`src/rtl/seg_scan_mux.sv`:
```
// Time-multiplexed common-anode 7-segment driver with frame-aligned load shadowing.
// Optional leading-zero suppression: define SEGSCAN_LEADING_ZERO_BLANK_EN.
module seg_scan_mux #(
    parameter int NUM_DIGITS = 4,
    parameter int SCAN_DIV   = 1,
    parameter int ACTIVE_LOW = 1
) (
    input  logic                    segclk,
    input  logic                    clr_n,
    input  logic                    load,
    input  logic [4*NUM_DIGITS-1:0] data,
    input  logic [NUM_DIGITS-1:0]   dp_in,
    input  logic [NUM_DIGITS-1:0]   blank,
    output logic [6:0]              seg,
    output logic                    dp,
    output logic [NUM_DIGITS-1:0]   an,
    output logic                    busy,
    output logic                    frame_start
);

    localparam int CW = (NUM_DIGITS > 1) ? $clog2(NUM_DIGITS) : 1;
    localparam int PW = (SCAN_DIV > 1) ? $clog2(SCAN_DIV) : 1;
    localparam logic [CW-1:0] LAST = CW'(NUM_DIGITS - 1);
    localparam logic [PW-1:0] PMAX = PW'(SCAN_DIV - 1);
    localparam logic          POL  = (ACTIVE_LOW != 0);
    localparam logic          INV  = ~POL;

    logic [PW-1:0]           r_pre;
    logic [CW-1:0]           r_cur;
    logic [4*NUM_DIGITS-1:0] r_pend_data, r_act_data;
    logic [NUM_DIGITS-1:0]   r_pend_dp, r_act_dp;
    logic [NUM_DIGITS-1:0]   r_pend_blank, r_act_blank;
    logic                    r_busy;
    logic [6:0]              r_seg;
    logic                    r_dp;
    logic [NUM_DIGITS-1:0]   r_an;
    logic                    r_fs;

    logic                    w_tick, w_fs_tick, w_xfer;
    logic [4*NUM_DIGITS-1:0] w_src_data, w_nxt_data;
    logic [NUM_DIGITS-1:0]   w_src_dp, w_src_blank, w_nxt_dp, w_nxt_blank, w_lz;
    logic [3:0]              w_nib;
    logic [6:0]              w_seg_raw;
    logic                    w_dp_raw;
    logic [NUM_DIGITS-1:0]   w_an_raw;

    function automatic logic [6:0] f_decode(input logic [3:0] v);
        case (v)
            4'h0: f_decode = 7'b1000000;
            4'h1: f_decode = 7'b1111001;
            4'h2: f_decode = 7'b0100100;
            4'h3: f_decode = 7'b0110000;
            4'h4: f_decode = 7'b0011001;
            4'h5: f_decode = 7'b0010010;
            4'h6: f_decode = 7'b0000010;
            4'h7: f_decode = 7'b1111000;
            4'h8: f_decode = 7'b0000000;
            4'h9: f_decode = 7'b0010000;
            4'hA: f_decode = 7'b0001000;
            4'hB: f_decode = 7'b0000011;
            4'hC: f_decode = 7'b1000110;
            4'hD: f_decode = 7'b0100001;
            4'hE: f_decode = 7'b0000110;
            default: f_decode = 7'b0001110;
        endcase
    endfunction

    assign w_tick    = (r_pre == PMAX);
    assign w_fs_tick = w_tick && (r_cur == LAST);
    // A load on the frame-start edge bypasses pending and lands in active directly.
    assign w_xfer    = w_fs_tick && (load || r_busy);

    assign w_src_data  = load ? data  : r_pend_data;
    assign w_src_dp    = load ? dp_in : r_pend_dp;
    assign w_src_blank = load ? blank : r_pend_blank;

`ifdef SEGSCAN_LEADING_ZERO_BLANK_EN
    always_comb begin
        w_lz = '0;
        for (int unsigned i = 1; i < NUM_DIGITS; i++) begin
            w_lz[i] = ((w_src_data >> (4 * i)) == '0);
        end
    end
`else
    assign w_lz = '0;
`endif

    assign w_nxt_data  = w_xfer ? w_src_data : r_act_data;
    assign w_nxt_dp    = w_xfer ? w_src_dp : r_act_dp;
    assign w_nxt_blank = w_xfer ? (w_src_blank | w_lz) : r_act_blank;

    assign w_nib     = w_nxt_data[{r_cur, 2'b00} +: 4];
    assign w_seg_raw = w_nxt_blank[r_cur] ? 7'b1111111 : f_decode(w_nib);
    assign w_dp_raw  = w_nxt_blank[r_cur] | ~w_nxt_dp[r_cur];

    always_comb begin
        w_an_raw        = '1;
        w_an_raw[r_cur] = 1'b0;
    end

    always_ff @(posedge segclk or negedge clr_n) begin
        if (!clr_n) begin
            r_pre        <= '0;
            r_cur        <= LAST;
            r_pend_data  <= '0;
            r_pend_dp    <= '0;
            r_pend_blank <= '0;
            r_act_data   <= '0;
            r_act_dp     <= '0;
            r_act_blank  <= '1;
            r_busy       <= 1'b0;
            r_seg        <= {7{POL}};
            r_dp         <= POL;
            r_an         <= {NUM_DIGITS{POL}};
            r_fs         <= 1'b0;
        end else begin
            r_pre <= w_tick ? '0 : r_pre + 1'b1;
            r_fs  <= w_fs_tick;
            if (load) begin
                r_pend_data  <= data;
                r_pend_dp    <= dp_in;
                r_pend_blank <= blank;
            end
            if (w_xfer) begin
                r_busy <= 1'b0;
            end else if (load) begin
                r_busy <= 1'b1;
            end
            if (w_tick) begin
                r_cur       <= (r_cur == '0) ? LAST : r_cur - 1'b1;
                r_act_data  <= w_nxt_data;
                r_act_dp    <= w_nxt_dp;
                r_act_blank <= w_nxt_blank;
                r_seg       <= w_seg_raw ^ {7{INV}};
                r_dp        <= w_dp_raw ^ INV;
                r_an        <= w_an_raw ^ {NUM_DIGITS{INV}};
            end
        end
    end

    assign seg         = r_seg;
    assign dp          = r_dp;
    assign an          = r_an;
    assign busy        = r_busy;
    assign frame_start = r_fs;

endmodule

```
`config.mk`:
```
export PLATFORM = sky130hd
export DESIGN_NAME = seg_scan_mux
export DESIGN_NICKNAME = d
export VERILOG_FILES = /design/src/rtl/seg_scan_mux.sv
export SDC_FILE = /design/constraint.sdc
export NUM_CORES = 1
export LEC_CHECK = 0
export CORE_AREA = 2 2 87 72
export CTS_CLUSTER_SIZE = 8
export DETAILED_ROUTE_END_ITERATION = 6
export DIE_AREA = 0 0 89 74
export HOLD_SLACK_MARGIN = 0.05
export PLACE_DENSITY_LB_ADDON = 0.1
export SLEW_MARGIN = 20
export SYNTH_ARGS = -nofsm -noshare
export SYNTH_HDL_FRONTEND = slang
export SYNTH_SLANG_ARGS = --single-unit
```
`constraint.sdc`:
```
create_clock -name segclk -period 3.3 [get_ports segclk]
set_input_delay 0.495 -clock segclk [delete_from_list [all_inputs] [get_ports segclk]]
set_output_delay 0.495 -clock segclk [all_outputs]
set_load 0.01 [all_outputs]
```
==> out/qor.txt <==
Outcome: completed
Clk buf depth: 2
GPL Wtd Cong: 0.777
Worst-skew pair later-pin latency: 340 ps
Setup TNS: 0 ps
Largest net degree at the start of global routing: 28
Netlist cell types: 42
Overall Power: 1960 uW
Core ar.: 5760 um2
Mapped Cells: 248
Req. time, crit path: 3570 ps
Port buffer count: 40
Via count: 1,952
Worst slew pin tran: 566 ps
Clk sink count: 64
Most frequent cell after synthesis: dfrtp_1
R2R cell count: 10
Max Cap Violations: 0
Post-synthesis average cell area: 12.3 um2
Period utilization: 85.3%
Warnings, synthesis: 0
Finish-stage setup viols: 0
Synth cell count leaders: dfrtp_1 (46), nand2_1 (30), mux2_2 (25)
Hold Crit Class: input port to asynchronous set/reset pin
Layout cell share with drive strength beyond 1: 28.8%
Leading post-synthesis cells by cell area: dfrtp_1 (38%), dfstp_2 (16%), mux2_2 (9.2%)
Worst vdd ir: 0.000350 V
Fmax: 355 MHz
Final net count: 334
Vias in the first global route: 1,868
Crit end category: flip-flop
Filler cell count: 475
Static Leak: 0.00170 uW
Initial antenna violation count: 0
Cts bufs inserted: 9
FP Rows: 25
Syn Std Cell Area: 3050 um2
Multi-input combinational cell area: 1220 um2
Clock Tree Root: clkbuf_8
Hpwl dp: 4.01 mm
Starting DRT DRC Count: 105
Worst r2r dst: seg[5]$_DFF_PN1_
Area of the die: 6590 um2
P per Cell Area: 525 nW/um2
CTS tree: built
Effective utilization at floorplan: 53.0%
Clock transition at path regs: 70 ps
Count of hold-fix buffers inserted at cts: 0
# IOs: 41
Clk_skew: 7.69 ps
Fin. Hold Viols: 0
Yosys top cell by area: dfrtp_1
Synth top area share: 37.7%
Period minus WS final: 2820 ps
Sequential cell area: 1620 um2
Worst r2r src: r_cur[0]$_DFF_PN1_
EDFF count, synth: 0
Setup Fix Bufs, Post-CTS: 0
Die Wd: 89 um
DP Area: 3520 um2
RSZ-0062 raised after global routing: false
DRT Pass-1 Iters: 4
Die span in y: 74 um
Syn Nets: 285
# resized after CTS: 0
Pins Over Slew Limit: 0
Final antenna-violating net count: 0
Final WS setup: 484 ps
Ys flop type: dfrtp_1
Fraction of registers with async set/reset: 100%
Avg WL per Cell: 14.4 um
Place WS: 321 ps
Flops & latches, synth: 64
Vias/cell: 5.10
H-tree depth: 3
Crit path DAT: 3090 ps
Area growth, synth to finish: 22.5%
Crit path max fanout: 8
Inserted Diodes: 0
Final Instance Area: 3740 um2
Total track usage: 19.1%
Register area share after synthesis: 53.2%
Slew margin rel.: 61.9%
Crit start category: flip-flop
Crit path kind: flip-flop to flip-flop
FF-to-FF setup slack: 480 ps
Global-route wire length before repair: 9.18 mm
WL final: 5.52 mm
Residual DRC: 0
Grt total ovfl: 0
sequential cells by signal, indices dropped and copies added, names as in the netlist:
signal        flops
an                4
busy              1
dp                1
frame_start       1
r_act_blank       4
r_act_data       16
r_act_dp          4
r_cur             2
r_pend_blank      4
r_pend_data      16
r_pend_dp         4
seg               7
cell usage in the layout, fill, tap and decap left out, types with 4 or more instances in the layout:
| cell | n |
|---|---|
| ha_1 | 10 |
| or3_1 | 4 |
| inv_1 | 20 |
| o22ai_1 | 5 |
| mux2_2 | 25 |
| dfrtp_1 | 46 |
| a31oi_1 | 4 |
| clkdlybuf4s50_1 | 38 |
| clkbuf_8 | 9 |
| dfstp_2 | 18 |
| nor3_1 | 11 |
| mux2i_1 | 11 |
| nor2_1 | 10 |
| a221o_1 | 5 |
| buf_4 | 14 |
| mux4_2 | 4 |
| nand2_1 | 30 |
critical path: stages, from the launching register on:
cell     delay, ps
dfstp_2        540
ha_1           170
o21a_1         370
buf_4          230
mux4_2         330
mux2i_4        230
inv_1          130
ha_1           220
inv_1           80
mux2i_1         70
a221o_1        370
routing by layer:
metal	track usage (%)	wire (um)	vias up
li1	-	-	955
met5	0	0	-
met3	5.55	217	9
met1	25.7	2660	950
met2	29.4	2550	38
met4	7.96	91	0
through the flow:
step / std cells / util [%] / hold WS [ps]
floorplan: 248 / - / 199
global placement: 367 / 61.1 / 460
detailed placement: 367 / 61.1 / 463
CTS: 383 / 64.9 / 151
global route: 383 / 64.9 / 180
finish: 383 / 64.9 / 144
power breakdown:
group | switching [uW] | total (uW) | internal (uW)
combinational | 146 | 315 | 169
clock | 310 | 734 | 424
sequential | 29.3 | 913 | 884
total | 485 | 1960 | 1480
logic make-up (layout without fill, tap and decap cells):
group | after synthesis | in the layout | synth area share, %
xor+xnor | 1 | 1 | 0.287
flops | 64 | 64 | 53.2
fa+ha+maj | 10 | 10 | 4.10
simple gates | 66 | 66 | 10.4
compound gates | 27 | 27 | 7.26
buf+inv | 36 | 90 | 6.73
mux | 44 | 44 | 18.0
worst max-delay path by stage:
stage	start	endpoint	slack, ps	depth (start not counted)
2_1_floorplan	r_cur[1]$_DFF_PN1_	seg[5]$_DFF_PN1_	490	13
3_3_place_gp	load	seg[5]$_DFF_PN1_	370	10
3_5_place_dp	load	seg[5]$_DFF_PN1_	320	11
4_1_cts	r_cur[0]$_DFF_PN1_	seg[5]$_DFF_PN1_	470	10
5_1_grt	r_cur[0]$_DFF_PN1_	seg[5]$_DFF_PN1_	300	10
6_report	r_cur[0]$_DFF_PN1_	seg[5]$_DFF_PN1_	480	10
layout make-up:
class	instances	share of cell area, %
sequential	64	43.5
multi-input combinational	148	32.7
timing repair buffer	54	13.3
clock buffer	9	3.31
tap	81	2.71
clock inverter	7	2.58
inverter	20	2.01
No activity file was read; power rests on OpenSTA's default activity.
